==> src/rtl/pe_stg_2.sv <==
// pe_stg_2: two-stage weight-stationary MAC processing element with double-buffered
// weights, per-lane saturating accumulators, psum chain pass-through and drain.
module pe_stg_2 #(
  parameter int DW    = 8,
  parameter int LANES = 2,
  parameter int ACC_W = 24
) (
  input  logic                   clk,
  input  logic                   rst_n,
  input  logic [1:0]             mode_sel_in,
  input  logic                   w_load_in,
  input  logic                   w_swap_in,
  input  logic                   psu_clr_in,
  input  logic                   drain_in,
  input  logic                   left_valid_in,
  input  logic [DW-1:0]          left_in,
  output logic                   right_valid_out,
  output logic [DW-1:0]          right_out,
  input  logic                   top_valid_in,
  input  logic [LANES*ACC_W-1:0] top_in,
  output logic                   bottom_valid_out,
  output logic [LANES*ACC_W-1:0] bottom_out,
  output logic [LANES-1:0]       sat_out
);
  localparam int PW = 2*DW+1;

  localparam logic [ACC_W-1:0] ACC_MAX =
    {1'b0, {(ACC_W-1){1'b1}}};
  localparam logic [ACC_W-1:0] ACC_MIN =
    {1'b1, {(ACC_W-1){1'b0}}};

  logic signed [DW-1:0]    shd_w   [LANES];
  logic signed [DW-1:0]    act_w   [LANES];
  logic signed [PW-1:0]    prod    [LANES];
  logic signed [ACC_W-1:0] acc     [LANES];
  logic signed [ACC_W-1:0] acc_nxt [LANES];
  logic signed [ACC_W:0]   sum     [LANES];
  logic [LANES-1:0]        clamp;
  logic                    s1_vld;
  logic                    mac_en;
  logic signed [DW:0]      lext;

  assign mac_en = left_valid_in & ~mode_sel_in[1];

  // Mode 01 zero-extends the left operand so it multiplies as unsigned.
  assign lext = mode_sel_in[0] ? {1'b0, left_in}
                               : {left_in[DW-1], left_in};

  // One extra bit on the sum exposes overflow as a top-two-bit mismatch.
  always_comb begin
    clamp = '0;
    for (int i = 0; i < LANES; i++) begin
      sum[i]     = (ACC_W+1)'(acc[i]) + (ACC_W+1)'(prod[i]);
      acc_nxt[i] = acc[i];
      if (s1_vld) begin
        clamp[i] = sum[i][ACC_W] ^ sum[i][ACC_W-1];
        if (clamp[i])
          acc_nxt[i] = sum[i][ACC_W] ? ACC_MIN : ACC_MAX;
        else
          acc_nxt[i] = sum[i][ACC_W-1:0];
      end
    end
  end

  always_ff @(posedge clk) begin
    if (!rst_n) begin
      right_valid_out  <= 1'b0;
      right_out        <= '0;
      s1_vld           <= 1'b0;
      bottom_valid_out <= 1'b0;
      bottom_out       <= '0;
      sat_out          <= '0;
      for (int i = 0; i < LANES; i++) begin
        shd_w[i] <= '0;
        act_w[i] <= '0;
        prod[i]  <= '0;
        acc[i]   <= '0;
      end
    end else begin
      right_valid_out  <= left_valid_in;
      right_out        <= left_in;
      s1_vld           <= mac_en;
      bottom_valid_out <= drain_in | top_valid_in;
      if (!drain_in)
        bottom_out <= top_in;
      for (int i = 0; i < LANES; i++) begin
        // Load and swap together: active takes the old shadow.
        if (w_load_in)
          shd_w[i] <= top_in[i*DW +: DW];
        if (w_swap_in)
          act_w[i] <= shd_w[i];
        if (mac_en)
          prod[i] <= PW'(lext) * PW'(act_w[i]);
        if (drain_in)
          bottom_out[i*ACC_W +: ACC_W] <= acc_nxt[i];
        if (drain_in | psu_clr_in) begin
          acc[i]     <= '0;
          sat_out[i] <= 1'b0;
        end else begin
          acc[i] <= acc_nxt[i];
          if (clamp[i])
            sat_out[i] <= 1'b1;
        end
      end
    end
  end

endmodule

==> config.mk <==
export PLATFORM = sky130hd
export DESIGN_NAME = pe_stg_2
export DESIGN_NICKNAME = d
export VERILOG_FILES = /design/src/rtl/pe_stg_2.sv
export SDC_FILE = /design/constraint.sdc
export NUM_CORES = 1
export LEC_CHECK = 0
export BUFFER_PORTS_ARGS = -buffer_cell sky130_fd_sc_hd__buf_2
export CAP_MARGIN = 20
export CORE_MARGIN = 2
export CORE_UTILIZATION = 55
export CTS_CLUSTER_DIAMETER = 200
export DETAILED_ROUTE_END_ITERATION = 10
export PLACE_DENSITY = 0.74
export RECOVER_POWER = 100
export SLEW_MARGIN = 0
export SYNTH_ARGS = -nofsm -noshare
export SYNTH_HDL_FRONTEND = slang
export SYNTH_SLANG_ARGS = --single-unit
==> constraint.sdc <==
create_clock -name clk -period 7.2 [get_ports clk]
set_clock_uncertainty 0.2 [all_clocks]
set_input_delay 1.44 -clock clk [delete_from_list [all_inputs] [get_ports clk]]
set_output_delay 1.44 -clock clk [all_outputs]
set_load 0.05 [all_outputs]
== Word-level counts from Yosys, hierarchy flattened ==
Memory sizes are Yosys's and may differ from the RTL's.
Cells that the tools add are included.
Operators by class
  add/subtract/negate cells: 2
  multipliers: 2
  multiplexer cells: 37
  bitwise logic cells: 17
  reductions and logical operators: 1
Operators with widths (number)
  $mux 24: 12
  $add 24x17->25: 2
  $mul 9x8->17: 2
  $mux 17: 2
  $mux 8: 4
  $mux 1: 18
  $or 1x1->1: 12
  $mux 9: 1
  $not 1->1: 2
  $reduce_or 2->1: 1
  $xor 1x1->1: 2
  $and 1x1->1: 1
Storage, ports and cells
  register bits: 61
  memory bits (writable): 114
  bits of input ports: 66
  output and inout bits: 60
  word-level logic and storage cells: 70
  memories: 4
Memory list
  acc: words 2, width 24, rd ports 2, clocked after memory_dff 0, wr ports 2, RTL line 35  | logic signed [ACC_W-1:0] acc [LANES];
  prod: words 2, width 17, rd ports 2, clocked after memory_dff 0, wr ports 2, RTL line 34  | logic signed [PW-1:0] prod [LANES];
  act_w: words 2, width 8, rd ports 2, clocked after memory_dff 0, wr ports 2, RTL line 33  | logic signed [DW-1:0] act_w [LANES];
  shd_w: words 2, width 8, rd ports 2, clocked after memory_dff 0, wr ports 2, RTL line 32  | logic signed [DW-1:0] shd_w [LANES];

== Depth between registers and ports, before layout ==
  depth after elaboration: 6
  mapped depth: 20
  gate-level depth less buffers: 19

== Worst setup path before layout ==
Ideal clock, no wire load.
  kind: input -> register
  start point: in left_in[7]
  end point: mem prod[0][15] (netlist bit), data pin
  library setup time: 266 ps
  data arrival time: 5474 ps
  required time: 6734 ps
  slack: 1260 ps
  stages: 17
  path buffers: 1
  path through: nor2b_1 > clkbuf_1 > nand2_1 > fa_1 > fa_1 > inv_1 > fa_1 > inv_1 > fa_1 > inv_1 > ha_1 > and3_1 > a21oi_1 > o21ai_0 > o41ai_1 > xor2_1 > nor2_1
RTL lines
  start: declaration: RTL line 16  | input logic [DW-1:0] left_in,
  end: declaration: RTL line 34

==> out/metrics.yaml <==
sta:
  holdWs_ns: 0.246
  setup_slack_ns: 1.11
  finalSetupTns_ns: 0
  tightest_slew_ns: 2.75
  setup_viol: 0
  rsz0062_at_grt: "false"
  post-route-min-period_ns: 6.09
  post-route-period-util_pct: 84.6
  slew_violations: 177
  hold_violations: 0
  relSlewSlack_pct: -83.1
  fmax_mhz: 164
die:
  die-area_um2: 28500
  coreArea_um2: 26800
  row_count: 60
  initial_core_util_pct: 55.8
  ios: 126
  fp.dieH_um: 169
  die_w_um: 169
final_layout:
  antenna_cells: 0
  final_nets: 1999
  mostFrequentLayoutCells: "inv_1, fa_1, edfxtp_1"
  final_common_cell: "inv_1"
  final_layout_size_suffix_gt1_share_pct: 6.60
  finalNonFillerCells: 2053
  multi_input_area_um2: 9340
  area_growth_pct: 9.54
  n_fill_cell: 2284
  seq_area_um2: 4650
status:
  outcome: "finished, violations left"
  violations: "max-capacitance violations, max-slew violations"
pwr:
  power_leakage_uw: 0.00747
  p_sw_share_pct: 36.6
  switchingPower_uw: 1210
  seqPwrFrac_pct: 36.3
  power_frac_clock_pct: 28.3
  ir_drop_v: 0.000143
  p_comb_share_pct: 35.4
  p_per_area_nw_per_um2: 201
  internal_power_uw: 2090
cts:
  post_cts_resized: 0
  holdBufCountCts: 0
  clock-sinks: 175
  clk_pin_slew_ns: 0.07
  cts_buffer_depth: 2
  cts_tree: "built"
  root_buffer: "clkbuf_16"
  post_cts_buffers: 0
  cts-buffers-inserted: 17
  worstSkewPairLatency_ns: 0.43
  htreeDepth: 4
detailed_routing:
  vias: 11682
  vias_per_cell: 5.69
  first_pass_iters: 7
  avgRoutedWirePerCell_um: 16.7
  wirelength_um: 34200
  drtIter0Drc: 1012
  ant_nets: 0
  drc: 0
place:
  dp_slack_ns: 0.864
  dp.cells: 2021
  numPortBuffers: 125
  hpwl_um: 25500
  finalWeightedCongestion: 0.977
critical_path:
  critPathArrivalTime_ns: 6.02
  path_max_fanout: 17
  setup.worst_path.end_class: "register"
  critPathKind: "input pin to register"
  required_ns: 7.12
  start_kind: "input pin"
synth:
  synth-edff-count: 114
  synthCells: 1569
  synth.yosys.seq_area_share_pct: 31.1
  netlist_area_um2: 14900
  yosysUniqueCellTypes: 74
  synth-main-ff-cell: "edfxtp_1"
  async_flop_share_pct: 0
  ys_warn_count: 0
  avgSynthCellArea_um2: 9.53
  ys_seq_elements: 175
worst_hold_path:
  hold_class: "register to register"
global_route:
  grt_pass1_vias: 11524
  grt-ovfl-total: 0
  grt_max_degree: 72
  track_usage_pct: 24.7
  antenna_found_initial: 0
  grt_pass1_wl_um: 56600
flow_run:
  max_cap_viol_count: 4
==> power groups by stage <==
stage / Combinational (uW) / Sequential, uW / Clock (uW)
after floorplan: 852 / 1270 / 0
after global placement: 1140 / 1220 / 0
after detailed placement: 1170 / 1220 / 0
after CTS: 1180 / 1190 / 945
after global routing: 1330 / 1200 / 981
final: 1170 / 1200 / 932
==> kinds of logic after synthesis <==
family                   after synthesis  synth area share [%]
AO/OA/AOI/OAI                        320                  14.3
XOR/XNOR                              71                  4.16
adder cells (fa/ha/maj)              236                  26.0
buffers and inverters                279                  7.25
flip-flops                           175                  31.1
multiplexers                           3                 0.209
other                                  1                0.0251
AND/OR/NAND/NOR                      484                  17.0
==> flip-flops by register name, indices dropped and copies added, names as in the netlist <==
name / count
shd_w: 16
bottom_out: 48
bottom_valid_out: 1
right_out: 8
act_w: 16
prod: 34
s1_vld: 1
right_valid_out: 1
sat_out: 2
acc: 48
==> final cells by class <==
type	instances	area share, %
timing repair buffer	133	3.62
clock buffer	17	2.60
sequential	175	28.4
tap	341	2.61
inverter	210	4.82
clock inverter	15	0.948
multi-input combinational	1162	57.0
==> cell usage after synthesis, types with 5 or more instances <==
cell | number | area, um2
a21boi_0 | 10 | 75.1
nand2b_1 | 15 | 93.8
o22ai_1 | 5 | 31.3
and3_1 | 47 | 294
xnor2_1 | 52 | 455
fa_1 | 124 | 2480
a21o_1 | 26 | 195
a211oi_1 | 8 | 60.1
xor2_1 | 19 | 166
nor2b_1 | 17 | 106
or2_2 | 7 | 43.8
dfxtp_1 | 61 | 1220
o31ai_1 | 27 | 203
a21oi_1 | 88 | 440
nor2_1 | 107 | 402
o21ai_0 | 57 | 285
inv_1 | 208 | 781
nand3b_1 | 26 | 195
o21bai_1 | 12 | 90.1
ha_1 | 110 | 1380
nor3_1 | 44 | 220
edfxtp_1 | 114 | 3420
nand2_1 | 80 | 300
o221ai_1 | 5 | 43.8
a32o_1 | 5 | 50.1
o21a_1 | 19 | 143
a31oi_1 | 10 | 62.6
and2_1 | 111 | 694
nand3_1 | 15 | 75.1
clkbuf_1 | 56 | 210
a211o_1 | 6 | 52.6
==> layer usage <==
layer / GRT usage [%] / share of wire, %
met5: 0 / 0
met4: 6.41 / 1.9
met3: 4.65 / 8.1
met2: 39.6 / 45
met1: 34.7 / 45
==> path summary, 6_finish.rpt <==
check / start / endpoint / slack [ns] / depth (start not counted)
max reg2reg: act_w[0][15] / prod[0][33] / 2.07 / 18
min reg2reg: sat_out[0] / sat_out[0] / 0.25 / 2
min: sat_out[0] / sat_out[0] / 0.25 / 2
max: left_in[2] / prod[0][16] / 1.11 / 19
==> metrics by stage <==
| stage | utilization [%] | power [uW] | cell area, um2 |
|---|---|---|---|
| after global routing | 61.1 | 3520 | 16400 |
| after detailed placement | 59.5 | 2390 | 15900 |
| after floorplan | - | 2130 | 15100 |
| after CTS | 61.7 | 3320 | 16500 |
| final | 61.1 | 3300 | 16400 |
| after global placement | 59.5 | 2350 | 15900 |
==> worst max-delay path, cell delays in order <==
cell and delay, ns:
clkbuf_1 0.60, nand2_1 0.17, fa_1 0.41, inv_1 0.07
fa_1 0.41, inv_1 0.09, fa_1 0.41, fa_1 0.50
inv_1 0.05, ha_1 0.30, nor2b_1 0.16, o21ai_0 0.20
a21boi_0 0.15, o21ai_0 0.23, a21oi_1 0.14, o2111a_1 0.27
nor3_1 0.23, o21a_1 0.16, nor3_1 0.05
No activity file was read; power rests on OpenSTA's default activity.
